--- src/rtl/if_fetch_unit.sv ---
// if_fetch_unit: instruction-fetch stage feeding the IF/ID pipeline register.
// Holds the PC, keeps at most one instruction-memory request outstanding, and
// presents the fetched word together with PC+PC_STEP. Taken branches redirect
// the fetch. A stale response still in flight is dropped.
// Optional feature: define IF_FETCH_CNT_EN to add the fetch_count output,
// which counts accepted (non-flushed) instructions.
module if_fetch_unit #(
    parameter logic [31:0] RESET_VECTOR = 32'h0000_0000,
    parameter logic [31:0] PC_STEP      = 32'd4,
    parameter int unsigned WAIT_TIMEOUT = 255
) (
    input  logic        clk,
    input  logic        rst,
    input  logic        Freeze,
    input  logic        Branch_taken,
    input  logic [31:0] Branch_addr,
    output logic        imem_req,
    output logic [31:0] imem_addr,
    input  logic        imem_valid,
    input  logic [31:0] imem_rdata,
    output logic [31:0] PC,
    output logic [31:0] Instruction,
    output logic        inst_valid
`ifdef IF_FETCH_CNT_EN
    ,
    output logic [31:0] fetch_count
`endif
);

    // The counter must be able to hold WAIT_TIMEOUT, so TMO_LAST+1 never overflows.
    localparam int unsigned    TMO_W    = (WAIT_TIMEOUT > 1) ? $clog2(WAIT_TIMEOUT + 1) : 1;
    localparam logic [TMO_W-1:0] TMO_LAST = TMO_W'(WAIT_TIMEOUT - 1);

    typedef enum logic [2:0] {
        S_IDLE,
        S_REQ,
        S_WAIT,
        S_DROP,
        S_HOLD
    } state_t;

    state_t             r_state;
    logic [31:0]        r_pc;
    logic [31:0]        r_instr;
    logic               r_valid;
    logic [TMO_W-1:0]   r_tmo;

    state_t             w_state_nxt;
    logic [31:0]        w_pc_nxt;
    logic [31:0]        w_instr_nxt;
    logic               w_valid_nxt;
    logic [TMO_W-1:0]   w_tmo_nxt;
    logic               w_timeout;
    logic               w_accept;

    // The count carries on from WAIT into DROP because it is the same request in flight.
    // A WAIT->DROP move on the last count can land one step past TMO_LAST, hence >=.
    assign w_timeout = (r_tmo >= TMO_LAST);

    // An instruction leaves HOLD into the pipeline only when neither redirected nor frozen.
    assign w_accept = (r_state == S_HOLD) && !Branch_taken && !Freeze;

    // Next-state and datapath update for the fetch FSM.
    always_comb begin
        // NOTE: every signal written here gets a default first; a path that
        // skipped an assignment would otherwise infer a latch.
        w_state_nxt = r_state;
        w_pc_nxt    = r_pc;
        w_instr_nxt = r_instr;
        w_valid_nxt = r_valid;
        w_tmo_nxt   = r_tmo;

        case (r_state)
            S_IDLE: begin
                w_state_nxt = S_REQ;
            end

            S_REQ: begin
                w_state_nxt = S_WAIT;
                w_tmo_nxt   = '0;
            end

            S_WAIT: begin
                w_tmo_nxt = r_tmo + TMO_W'(1);
                if (Branch_taken) begin
                    // The request now targets the wrong address. A response
                    // arriving this same cycle can be thrown away at once.
                    // Otherwise it must still be waited out in DROP.
                    w_pc_nxt    = Branch_addr;
                    w_state_nxt = imem_valid ? S_REQ : S_DROP;
                end else if (imem_valid) begin
                    w_instr_nxt = imem_rdata;
                    w_valid_nxt = 1'b1;
                    w_state_nxt = S_HOLD;
                end else if (w_timeout) begin
                    w_state_nxt = S_REQ;
                end
            end

            S_DROP: begin
                w_tmo_nxt = r_tmo + TMO_W'(1);
                if (Branch_taken) begin
                    w_pc_nxt = Branch_addr;
                end
                if (imem_valid || w_timeout) begin
                    w_state_nxt = S_REQ;
                end
            end

            S_HOLD: begin
                if (Branch_taken) begin
                    // A redirect flushes the held word even while frozen.
                    w_pc_nxt    = Branch_addr;
                    w_valid_nxt = 1'b0;
                    w_state_nxt = S_REQ;
                end else if (!Freeze) begin
                    w_pc_nxt    = r_pc + PC_STEP;
                    w_valid_nxt = 1'b0;
                    w_state_nxt = S_REQ;
                end
            end

            default: begin
                w_state_nxt = S_IDLE;
            end
        endcase
    end

    // State register with synchronous active-high reset.
    always_ff @(posedge clk) begin
        // NOTE: sequential state uses non-blocking assignments so every
        // register samples the pre-edge values, independent of statement order.
        if (rst) begin
            r_state <= S_IDLE;
            r_pc    <= RESET_VECTOR;
            r_instr <= '0;
            r_valid <= 1'b0;
            r_tmo   <= '0;
        end else begin
            r_state <= w_state_nxt;
            r_pc    <= w_pc_nxt;
            r_instr <= w_instr_nxt;
            r_valid <= w_valid_nxt;
            r_tmo   <= w_tmo_nxt;
        end
    end

`ifdef IF_FETCH_CNT_EN
    logic [31:0] r_fetch_count;

    // Count instructions handed to IF/ID. Words flushed by a branch are not counted.
    always_ff @(posedge clk) begin
        if (rst) begin
            r_fetch_count <= '0;
        end else if (w_accept) begin
            r_fetch_count <= r_fetch_count + 32'd1;
        end
    end

    assign fetch_count = r_fetch_count;
`endif

    // The request address is only meaningful while the strobe is up, so it idles at zero.
    assign imem_req    = (r_state == S_REQ);
    assign imem_addr   = imem_req ? r_pc : 32'h0;
    assign PC          = r_pc + PC_STEP;
    assign inst_valid  = r_valid;
    assign Instruction = r_valid ? r_instr : 32'h0;

endmodule

--- config.mk ---
export PLATFORM = sky130hd
export DESIGN_NAME = if_fetch_unit
export DESIGN_NICKNAME = d
export VERILOG_FILES = /design/src/rtl/if_fetch_unit.sv
export SDC_FILE = /design/constraint.sdc
export NUM_CORES = 1
export LEC_CHECK = 0
export ABC_AREA = 1
export CORE_AREA = 2 2 104 106
export DETAILED_ROUTE_END_ITERATION = 6
export DIE_AREA = 0 0 106 108
export HOLD_SLACK_MARGIN = 0.08
export PLACE_DENSITY_LB_ADDON = 0.3
export SLEW_MARGIN = 20
export SYNTH_ARGS = -nofsm -noshare
export SYNTH_HDL_FRONTEND = slang
export SYNTH_SLANG_ARGS = --single-unit
--- constraint.sdc ---
create_clock -name clk -period 1.5 [get_ports clk]
set_input_delay 0.15 -clock clk [delete_from_list [all_inputs] [get_ports clk]]
set_output_delay 0.15 -clock clk [all_outputs]
set_load 0.05 [all_outputs]
==> flow_metrics.tcl <==
set metrics [dict create \
    arrival_ns 2.63 \
    required_ns 1.35 \
    ys_warn_count 0 \
    synth_top_area_share 0.336 \
    setup.worst_path.start_class "flip-flop" \
    dieArea_um2 11400 \
    ioPinCount 167 \
    ys_types 35 \
    endpoint_kind "output port" \
    cp_cell_sequence "buf_12, nand2_1, nor2_2, nand2_1, nor2_4, nand2_2, nand2_4, nand2_4, buf_12" \
    numCtsBuffers 9 \
    synth_top_flop_cell "dfxtp_1" \
    crit_fanout 4 \
    drt_pass1_iterations 7 \
    gp_congestion 0.913 \
    cap_viol_max_count 0 \
    layout.nets 1076 \
    syn_avg_cell_area_um2 5.85 \
    postRouteAntennaNets 0 \
    rsz0062_at_grt "true" \
    drive_above_1_share 0.438 \
    area_growth_pct 116 \
    nFillCells 235 \
    synth_common_cells "nand2_1 (241), nor2_1 (158), inv_1 (110)" \
    antenna_found_initial 1 \
    synth-edff-count 0 \
    run_status "finished with violations" \
    syn_inst 774 \
    die_h_um 108 \
    htree_levels 3 \
    syn_nets 846 \
    cts_root_buf "clkbuf_8" \
    violations "design-rule violations, negative setup slack" \
    fin_crit_sh 1.85 \
    async_reset_ff_frac 0 \
    slew_violations 0 \
    final_area_um2 9760 \
    finalClockSkew_ns 0.0250 \
    core_area_um2 10200 \
    dpl.hpwl_um 12100 \
    drc 95 \
    power.density_nw_per_um2 729 \
    synth_top_cell_by_area "dfxtp_1" \
    wl_per_cell_um 26.5 \
    drt_iter0_drc 1194 \
    p_leak_nw 4.04 \
    initial_core_util 0.443 \
    die_x_um 106 \
    grt_usage 0.361 \
    netlist_area_um2 4530 \
    grt-ovfl-total 0 \
    synth_seq_cells 76 \
    clockBufferDepth 2 \
    ir_drop_uv 749 \
    max_stage_delay_ns 0.50 \
    dpl_cell_area_um2 8410 \
    io_buffers 166 \
    clock-sinks 76 \
    setup_viol 94 \
    cts_hold_buf 0 \
    netlist_top_cells_area "dfxtp_1 (34%), nand2_1 (20%), nor2_1 (13%)" \
    wirelength_um 30300 \
    yosysSeqAreaShare 0.336 \
    clk_latency_ns 0.38 \
    period_needed_ns 2.78 \
    first_global_vias 6571 \
    grt_pass1_wl_um 32500 \
    final_hold_viol_count 0 \
    timing.fmax_ghz 0.360 \
    worst_pin_slew_ns 0.470 \
    slew_headroom 0.686 \
    viasPerCell 6.36 \
    yosysMostFrequentCell "nand2_1" \
    hp-class "primary input to flip-flop" \
    grt_max_degree 49 \
    worstSetupPathType "flip-flop to output port" \
    slowest_stage "nor2_2" \
    cts_tree "built" \
    dp_worst_setup_slack_ns -0.344 \
    num_rows 37 \
    vias 7284 \
    setup_ws_ns -1.28 \
    path_clk_slew_ns 0.10 \
]
-- through the flow --
stage	hold WS (ns)	power, mW	util	TNS (ns)	cells
floorplan	0.316	3.65	-	-21.42	774
global placement	0.461	4.57	0.822	-5.70	1089
detailed placement	0.471	4.64	0.822	-9.94	1089
CTS	0.407	6.48	0.893	-22.20	1124
global route	0.430	7.21	0.954	-54.61	1146
finish	0.409	7.11	0.954	-50.88	1146
-- placed cells by master, fill, tap and decap left out, types with 5 or more instances in the layout --
master / count
nand2_1: 177
buf_12: 111
nor2_1: 105
inv_1: 84
clkdlybuf4s50_1: 68
dfxtp_1: 55
nor2_4: 50
buf_4: 38
nand2_2: 37
o21ai_0: 36
buf_6: 31
nand2_4: 29
clkinvlp_4: 22
a21oi_2: 22
a21oi_1: 16
xor2_4: 15
dfxtp_2: 15
nand3_2: 12
nor2_2: 10
clkbuf_8: 9
dfxtp_4: 6
inv_2: 5
-- flip-flops by register name (all words and copies together), names as in the netlist --
name and cells:
inst_valid 1, r_instr 32, r_pc 32, r_state 3
r_tmo 8
-- final timing paths --
path	slack, ns	from	end	depth (start not counted)
setup / recovery	-1.28	r_pc[16]	PC[31]	9
hold reg to reg	0.49	r_instr[27]	r_instr[27]	2
setup reg to reg	-0.94	r_pc[16]	r_pc[27]	10
hold / removal	0.41	imem_rdata[1]	r_instr[1]	3
-- repair_timing --
item / 4_1_cts / 5_1_grt
buffers inserted: 16 / 27
setup endpoints to repair: 90 / 126
pin swaps: 32 / 52
gates cloned: 4 / 1
resized for setup: 85 / 132
-- worst max-delay path, delay by kind of cell (launching register included) --
| family | cells | cell delay, ns |
|---|---|---|
| buf+inv | 2 | 0.28 |
| flops | 1 | 0.37 |
| simple gates | 7 | 1.59 |
-- cells by family (layout without fill, tap and decap cells) --
group           count (synthesis)  count (layout)  synth area share
simple gates                  434             434             0.379
buf+inv                       151             386             0.133
compound gates                 93              93             0.111
flops                          76              76             0.336
xor+xnor                       15              15            0.0290
fa+ha+maj                       3               3           0.00829
mux                             2               2           0.00442
other cells                     0               1                 0
-- routing by layer --
| metal | vias to the layer above | wire [µm] | global-route usage |
|---|---|---|---|
| li1 | 2789 | - | - |
| met1 | 3279 | 8970 | 0.369 |
| met2 | 837 | 13300 | 0.637 |
| met3 | 379 | 4450 | 0.116 |
| met4 | 0 | 3580 | 0.235 |
| met5 | - | 0 | 0 |
-- power by group --
part / internal, mW / switching (mW) / leakage (nW)
clock: 0.772 / 0.928 / 0.0962
sequential: 2.16 / 0.185 / 0.628
combinational: 1.31 / 1.76 / 3.32
-- area by class of cell --
cell class                 instances  area, µm²  area share
clock buffer                      10        128      0.0131
tap                              136        170      0.0174
multi-input combinational        547       3610       0.370
clock inverter                     6       65.1     0.00667
inverter                         116        532      0.0545
antenna                            1       2.50    0.000256
timing repair buffer             254       3690       0.378
sequential                        76       1560       0.160
(Power assumes the default switching activity.)
